--- config.mk ---
export PLATFORM = sky130hd
export DESIGN_NAME = pifo_pop_ctrl
export DESIGN_NICKNAME = d
export VERILOG_FILES = /design/src/rtl/pifo_pop_ctrl.sv
export SDC_FILE = /design/constraint.sdc
export NUM_CORES = 1
export LEC_CHECK = 0
export BUFFER_PORTS_ARGS = -buffer_cell sky130_fd_sc_hd__buf_2
export CAP_MARGIN = 40
export CORE_MARGIN = 10
export CORE_UTILIZATION = 30
export DETAILED_ROUTE_END_ITERATION = 7
export PLACE_DENSITY = 0.55
export SYNTH_ARGS = -nofsm -noshare
export SYNTH_HDL_FRONTEND = slang
export SYNTH_SLANG_ARGS = --single-unit
export TNS_END_PERCENT = 5
--- constraint.sdc ---
create_clock -name clk -period 5.8 [get_ports clk]
set_clock_uncertainty 0.1 [all_clocks]
set_input_delay 0 -clock clk [delete_from_list [all_inputs] [get_ports clk]]
set_output_delay 0 -clock clk [all_outputs]
set_load 0.005 [all_outputs]
--- src/rtl/pifo_pop_ctrl.sv ---
`default_nettype none
// +--------------------------------------------------------------------------+
// | Module      : pifo_pop_ctrl                                              |
// | Description : Pop-side PIFO client. Round-robin picks the next output    |
// |               port, issues pop_0/oprt_0 and matches each PIFO response   |
// |               (POP_LAT cycles later) to its port for the egress stream.  |
// |               Per-port credits plus one-outstanding-pop-per-port keep    |
// |               the PIFO and the egress queues from being over-popped.     |
// | Option      : PIFO_POP_STATS_EN adds the stat_pops/stat_deqs/stat_empty  |
// |               32-bit wrapping event counters.                            |
// | Revision    : 1.0  initial release                                       |
// +--------------------------------------------------------------------------+
module pifo_pop_ctrl #(
  parameter int NUMPORT = 4,
  parameter int BITPORT = 8,
  parameter int BITPRIO = 16,
  parameter int BITDATA = 32,
  parameter int POP_LAT = 2,
  parameter int CREDITS = 4
) (
  input  logic               clk,
  input  logic               rst,            // asynchronous, active-low
  input  logic               enable,
  input  logic [NUMPORT-1:0] port_nonempty,
  input  logic [NUMPORT-1:0] cred_ret,
  output logic               pop_0,
  output logic [BITPORT-1:0] oprt_0,
  input  logic               ovld_0,
  input  logic [BITPRIO-1:0] opri_0,
  input  logic [BITDATA-1:0] odout_0,
  output logic               deq_vld,
  output logic [BITPORT-1:0] deq_port,
  output logic [BITPRIO-1:0] deq_prio,
  output logic [BITDATA-1:0] deq_data,
  output logic               cred_err
`ifdef PIFO_POP_STATS_EN
  ,
  output logic [31:0]        stat_pops,
  output logic [31:0]        stat_deqs,
  output logic [31:0]        stat_empty
`endif
);

  localparam int              PW        = (NUMPORT > 1) ? $clog2(NUMPORT) : 1;
  localparam int              CW        = $clog2(CREDITS + 1);
  localparam logic [CW-1:0]   CRED_MAX  = CW'(CREDITS);
  localparam logic [PW-1:0]   LAST_PORT = PW'(NUMPORT - 1);

  logic [CW-1:0]      credit_q [NUMPORT];
  logic [CW-1:0]      credit_d [NUMPORT];
  logic [NUMPORT-1:0] err_set;
  logic [NUMPORT-1:0] inflight_q, inflight_d;
  logic [NUMPORT-1:0] elig;
  logic [PW-1:0]      rr_ptr_q;
  logic               grant_vld;
  logic [PW-1:0]      grant_port;
  logic [PW-1:0]      pop_port_q;
  logic [POP_LAT-1:0] tag_vld_q;
  logic [PW-1:0]      tag_port_q [POP_LAT];
  logic               resp_vld;
  logic [PW-1:0]      resp_port;
  logic               resp_empty;

  // Response tag and eligibility; a port whose response lands this cycle is
  // treated as no longer in flight so it can be re-granted immediately.
  always_comb begin
    resp_vld   = tag_vld_q[POP_LAT-1];
    resp_port  = tag_port_q[POP_LAT-1];
    resp_empty = resp_vld & ~ovld_0;
    for (int p = 0; p < NUMPORT; p++) begin
      elig[p] = enable & port_nonempty[p] & (credit_q[p] != '0) &
                ~(inflight_q[p] & ~(resp_vld && (resp_port == PW'(p))));
    end
  end

  // Round-robin scan of eligible ports starting at the pointer.
  always_comb begin
    logic [PW-1:0] scan;
    grant_vld  = 1'b0;
    grant_port = '0;
    scan       = rr_ptr_q;
    for (int i = 0; i < NUMPORT; i++) begin
      if (!grant_vld && elig[scan]) begin
        grant_vld  = 1'b1;
        grant_port = scan;
      end
      scan = (scan == LAST_PORT) ? '0 : scan + 1'b1;
    end
  end

  // In-flight bookkeeping: the response clears first so a same-cycle grant wins.
  always_comb begin
    inflight_d = inflight_q;
    if (resp_vld)  inflight_d[resp_port]  = 1'b0;
    if (grant_vld) inflight_d[grant_port] = 1'b1;
  end

  // Credit next-state: grant -1, egress return +1, empty-response restore +1,
  // saturating at CREDITS with an overflow flag.
  always_comb begin
    logic [CW+1:0] sum;
    sum     = '0;
    err_set = '0;
    for (int p = 0; p < NUMPORT; p++) begin
      sum = {2'b00, credit_q[p]}
          + (CW+2)'(cred_ret[p])
          + (CW+2)'(resp_empty && (resp_port == PW'(p)))
          - (CW+2)'(grant_vld && (grant_port == PW'(p)));
      if (sum > {2'b00, CRED_MAX}) begin
        credit_d[p] = CRED_MAX;
        err_set[p]  = 1'b1;
      end else begin
        credit_d[p] = sum[CW-1:0];
      end
    end
  end

  // Registered pop issue, tag pipeline, credits and the dequeue stream.
  always_ff @(posedge clk or negedge rst) begin
    if (!rst) begin
      pop_0      <= 1'b0;
      oprt_0     <= '0;
      pop_port_q <= '0;
      rr_ptr_q   <= '0;
      inflight_q <= '0;
      tag_vld_q  <= '0;
      cred_err   <= 1'b0;
      deq_vld    <= 1'b0;
      deq_port   <= '0;
      deq_prio   <= '0;
      deq_data   <= '0;
      for (int k = 0; k < POP_LAT; k++) tag_port_q[k] <= '0;
      for (int p = 0; p < NUMPORT; p++) credit_q[p] <= CRED_MAX;
    end else begin
      pop_0 <= grant_vld;
      if (grant_vld) begin
        oprt_0     <= BITPORT'(grant_port);
        pop_port_q <= grant_port;
        rr_ptr_q   <= (grant_port == LAST_PORT) ? '0 : grant_port + 1'b1;
      end
      tag_vld_q[0]  <= pop_0;
      tag_port_q[0] <= pop_port_q;
      for (int k = 1; k < POP_LAT; k++) begin
        tag_vld_q[k]  <= tag_vld_q[k-1];
        tag_port_q[k] <= tag_port_q[k-1];
      end
      inflight_q <= inflight_d;
      for (int p = 0; p < NUMPORT; p++) credit_q[p] <= credit_d[p];
      cred_err <= cred_err | (|err_set);
      deq_vld  <= resp_vld & ovld_0;
      if (resp_vld & ovld_0) begin
        deq_port <= BITPORT'(resp_port);
        deq_prio <= opri_0;
        deq_data <= odout_0;
      end
    end
  end

`ifdef PIFO_POP_STATS_EN
  // Free-running event counters, wrapping modulo 2^32.
  always_ff @(posedge clk or negedge rst) begin
    if (!rst) begin
      stat_pops  <= '0;
      stat_deqs  <= '0;
      stat_empty <= '0;
    end else begin
      if (grant_vld)         stat_pops  <= stat_pops + 32'd1;
      if (resp_vld & ovld_0) stat_deqs  <= stat_deqs + 32'd1;
      if (resp_empty)        stat_empty <= stat_empty + 32'd1;
    end
  end
`endif

endmodule
`default_nettype wire

==> flow_metrics.py <==
metrics = {
    "critical_path": {
        "worst_r2r_endpoint": "cred_err",
        "critPathCaptureType": "flop",
        "r2r_start": "resp_port[1]",
        "cp.arrival_ps": 5240,
        "crit_path_max_fanout": 9,
        "cp_data_required_time_ps": 5910,
        "critical_path.startpoint_type": "flop",
        "cp_slowest_stage_delay_ps": 500,
        "cp_cell_sequence": "or3b_1 -> a2111oi_1 -> nor2_1 -> and2_1 -> a21oi_1 -> inv_1 -> ha_1 -> and2_1 -> ha_1 -> fa_1 -> fa_1 -> xor2_1 -> a21boi_0 -> a2111oi_0 -> nand3_1 -> or3_1",
        "crit_type": "flop to flop",
        "worst_r2r_path_depth": 16,
        "critPathTopFamily": "simple AND/OR/NAND/NOR gates",
        "cpMaxStageDelayCell": "sky130_fd_sc_hd__a2111oi_1",
        "setup.reg_to_reg.worst_slack_ps": 670,
        "crit_path_buf_inv_count": 1,
    },
    "flow_run": {
        "maxCapViolations": 0,
    },
    "cells_and_area": {
        "fillers": 1226,
        "antennaDiodeCount": 0,
        "syn2layout_area_growth_pct": 38.4,
        "multi_input_comb_area_sq_um": 1900,
        "final_net_count": 589,
        "sequential_cell_area_sq_um": 1980,
        "number_of_standard_cells_in_the_layout_taps_in_and_fillers_out": 676,
        "drive_above_1_share_pct": 39.0,
    },
    "sta": {
        "post-route-min-period_ps": 5130,
        "report.final.setup_viol": 0,
        "final.setup.tns_ps": 0,
        "final_min_period_over_clock_period_pct": 88.5,
        "grt_setup_unrepaired": "false",
        "final-hold-violation-count": 0,
        "worst_pin_slew_ps": 667,
        "relSlewSlack_pct": 55.4,
        "number_of_max_slew_violations_in_the_final_report": 0,
        "clock.fmax_mhz": 195,
    },
    "floorplan": {
        "initial_utilization_pct": 30.7,
        "placementRows": 42,
        "die_width_um": 137,
        "fp.dieH_um": 137,
        "io_pins": 127,
        "placeableCoreArea_sq_um": 13300,
        "dieArea_sq_um": 18700,
    },
    "yosys": {
        "synth.most_common_cell": "sky130_fd_sc_hd__dfrtp_1",
        "mappedNetlistArea_sq_um": 4090,
        "synthArstFlopShare_pct": 100,
        "yosysTopAreaCellShare_pct": 45.9,
        "synth.yosys.seq_area_share_pct": 48.5,
        "synthesis.instances": 328,
        "netlist_top_cells_area": "sky130_fd_sc_hd__dfrtp_1 46%, sky130_fd_sc_hd__mux2_2 14%, sky130_fd_sc_hd__ha_1 7.7%",
        "synthesis.area_per_instance_sq_um": 12.5,
        "yosys_register_bits": 79,
        "synth.distinct_cells": 54,
        "yosys_synthesis_warning_count": 0,
        "yosysTopAreaCell": "sky130_fd_sc_hd__dfrtp_1",
        "count_of_flip_flops_with_a_built_in_enable_after_synthesis": 0,
        "synth-main-ff-cell": "sky130_fd_sc_hd__dfrtp_1",
        "yosys-top-cells-count": "75 x sky130_fd_sc_hd__dfrtp_1, 51 x sky130_fd_sc_hd__mux2_2, 32 x sky130_fd_sc_hd__inv_1, 25 x sky130_fd_sc_hd__ha_1, 13 x sky130_fd_sc_hd__buf_4",
    },
    "clocking": {
        "cts.sink_count": 79,
        "tritoncts.num_buffers": 9,
        "htree_levels": 3,
        "cts_hold_buffers": 49,
        "cts_repair_resize_count": 0,
        "clockBufferDepth": 2,
        "insertion_delay_ps": 330,
        "cts-root-buf": "sky130_fd_sc_hd__clkbuf_16",
        "tritoncts": "yes",
        "postCtsSetupBuffers": 0,
        "cts.reportedPaths.clkPinSlew_ps": 60,
    },
    "detailed_routing": {
        "num_vias": 3015,
        "drt_drc_violations_left": 0,
        "detail-route-antenna-nets": 0,
        "drt-vias-per-instance": 4.46,
        "drt-wirelength-per-cell_um": 15.0,
        "detailedRoute.firstPassIterationCount": 4,
        "route.final.wire_length_mm": 10.2,
        "dr.first_iter.drc_count": 136,
    },
    "global_routing": {
        "antenna_found_initial": 0,
        "wire_length_of_the_first_global_routing_pass_mm": 16.3,
        "maximum_number_of_pins_on_one_net_before_global_route_repair": 47,
        "global_route_overflow": 0,
        "track_usage_pct": 11.0,
        "grt_pass1_vias": 3160,
    },
    "min_path": {
        "hold-path-cell-count": 4,
        "worstHoldEndpoint": "credit_q[3]",
        "hold_start": "cred_ret[2]",
        "hold_class": "primary input to flop",
    },
    "run_status": {
        "run_status": "complete, no violations",
    },
    "placement": {
        "placedCellCount": 612,
        "placement.io_buffers": 114,
        "post-dp-hpwl_mm": 7.62,
        "gpl_congestion": 0.927,
    },
    "power_and_ir_drop": {
        "total_leakage_power_nw": 2.67,
        "worst_ir_drop_vdd_mv": 0.179,
        "power.density_nw_per_um2": 521,
    },
}
[cell families (layout without fill, tap and decap cells)]
group | Yosys count | count (layout) | share of synthesized area (%)
AOI/OAI and AO/OA | 45 | 45 | 7.96
xor gates and xnor gates | 9 | 9 | 1.93
adders and majority gates | 33 | 33 | 11.6
buffers and inverters | 52 | 213 | 5.97
DFF | 79 | 79 | 48.5
muxes | 59 | 59 | 17.0
other | 1 | 12 | 0.0918
and+or+nand+nor | 50 | 50 | 6.98
[metrics by stage]
| step | power, mW | util [%] | setup WS, ps | area (sq um) | hold WS (ps) |
|---|---|---|---|---|---|
| after floorplan | 1.89 | - | 1160 | 4130 | -396 |
| after global placement | 2.33 | 36.1 | 697 | 4810 | 132 |
| after detailed placement | 2.36 | 36.5 | 668 | 4850 | -92.9 |
| after CTS | 3.00 | 42.5 | 641 | 5660 | 16.1 |
| after global routing | 3.22 | 42.5 | 356 | 5660 | 62.4 |
| final | 2.95 | 42.5 | 668 | 5660 | 22.6 |
[layout make-up]
| class | instances | share of cell area [%] |
|---|---|---|
| clock buffers | 9 | 3.98 |
| flip-flops and latches | 79 | 35.0 |
| repair buffers | 166 | 19.8 |
| clock inverters | 6 | 1.53 |
| well taps | 176 | 3.89 |
| inverters | 32 | 2.12 |
| multi-input cells | 208 | 33.7 |
[per-layer routing]
layer  track usage, %  up-vias  routed length, um
met3             2.53       13                715
li1                 -     1462                  -
met2             18.6       91               5080
met1             13.0     1449               4200
met4             4.67        0                179
met5                0        -                  0
[worst reg2reg max path, stage by stage, from the launching register on]
cell and delay (ps):
sky130_fd_sc_hd__dfrtp_1 470, sky130_fd_sc_hd__or3b_1 480, sky130_fd_sc_hd__a2111oi_1 500, sky130_fd_sc_hd__nor2_1 130
sky130_fd_sc_hd__and2_1 230, sky130_fd_sc_hd__a21oi_1 330, sky130_fd_sc_hd__inv_1 120, sky130_fd_sc_hd__ha_1 210
sky130_fd_sc_hd__and2_1 140, sky130_fd_sc_hd__ha_1 290, sky130_fd_sc_hd__fa_1 430, sky130_fd_sc_hd__fa_1 410
sky130_fd_sc_hd__xor2_1 190, sky130_fd_sc_hd__a21boi_0 130, sky130_fd_sc_hd__a2111oi_0 390, sky130_fd_sc_hd__nand3_1 120
sky130_fd_sc_hd__or3_1 350
[worst max-delay path by stage]
stage                 startpoint       end  depth (start not counted)
finish              resp_port[1]  cred_err                         16
global route        resp_port[1]  cred_err                         16
CTS                 resp_port[1]  cred_err                         16
detailed placement  resp_port[1]  cred_err                         16
global placement    resp_port[1]  cred_err                         16
floorplan           resp_port[1]  cred_err                         16
[sequential cells by signal (all words and copies together), names as in the netlist, 2 cells and up]
signal      count
credit_q       12
deq_data       32
deq_port        2
deq_prio       16
inflight_q      4
pop_port_q      2
resp_port       2
rr_ptr_q        2
tag_port_q      2
tag_vld_q       2
[where the power goes]
group / switching (mW) / internal, mW / total, mW
Combinational: 0.687 / 0.701 / 1.39
Sequential: 0.150 / 0.819 / 0.969
Clock: 0.217 / 0.373 / 0.591
Total: 1.05 / 1.89 / 2.95
[layout by cell type, fill, tap and decap left out, types with 3 or more instances in the layout]
cell type	synthesis	layout
sky130_fd_sc_hd__a22o_1	3	3
sky130_fd_sc_hd__fa_1	8	8
sky130_fd_sc_hd__and2_1	6	6
sky130_fd_sc_hd__conb_1	1	12
sky130_fd_sc_hd__nand3_1	4	4
sky130_fd_sc_hd__nand4_1	4	4
sky130_fd_sc_hd__nand2b_1	5	5
sky130_fd_sc_hd__o21ai_0	4	4
sky130_fd_sc_hd__mux2i_1	4	4
sky130_fd_sc_hd__dfrtp_1	75	75
sky130_fd_sc_hd__nand2_1	6	5
sky130_fd_sc_hd__inv_1	32	32
sky130_fd_sc_hd__a21oi_1	9	9
sky130_fd_sc_hd__clkbuf_16	0	9
sky130_fd_sc_hd__dlygate4sd3_1	0	49
sky130_fd_sc_hd__xnor2_1	7	7
sky130_fd_sc_hd__mux4_2	3	3
sky130_fd_sc_hd__ha_1	25	25
sky130_fd_sc_hd__dfstp_2	4	4
sky130_fd_sc_hd__nor2_1	12	12
sky130_fd_sc_hd__mux2_2	51	51
sky130_fd_sc_hd__buf_2	0	113
sky130_fd_sc_hd__o21bai_1	3	3
Power figures use the tool's default switching activity.
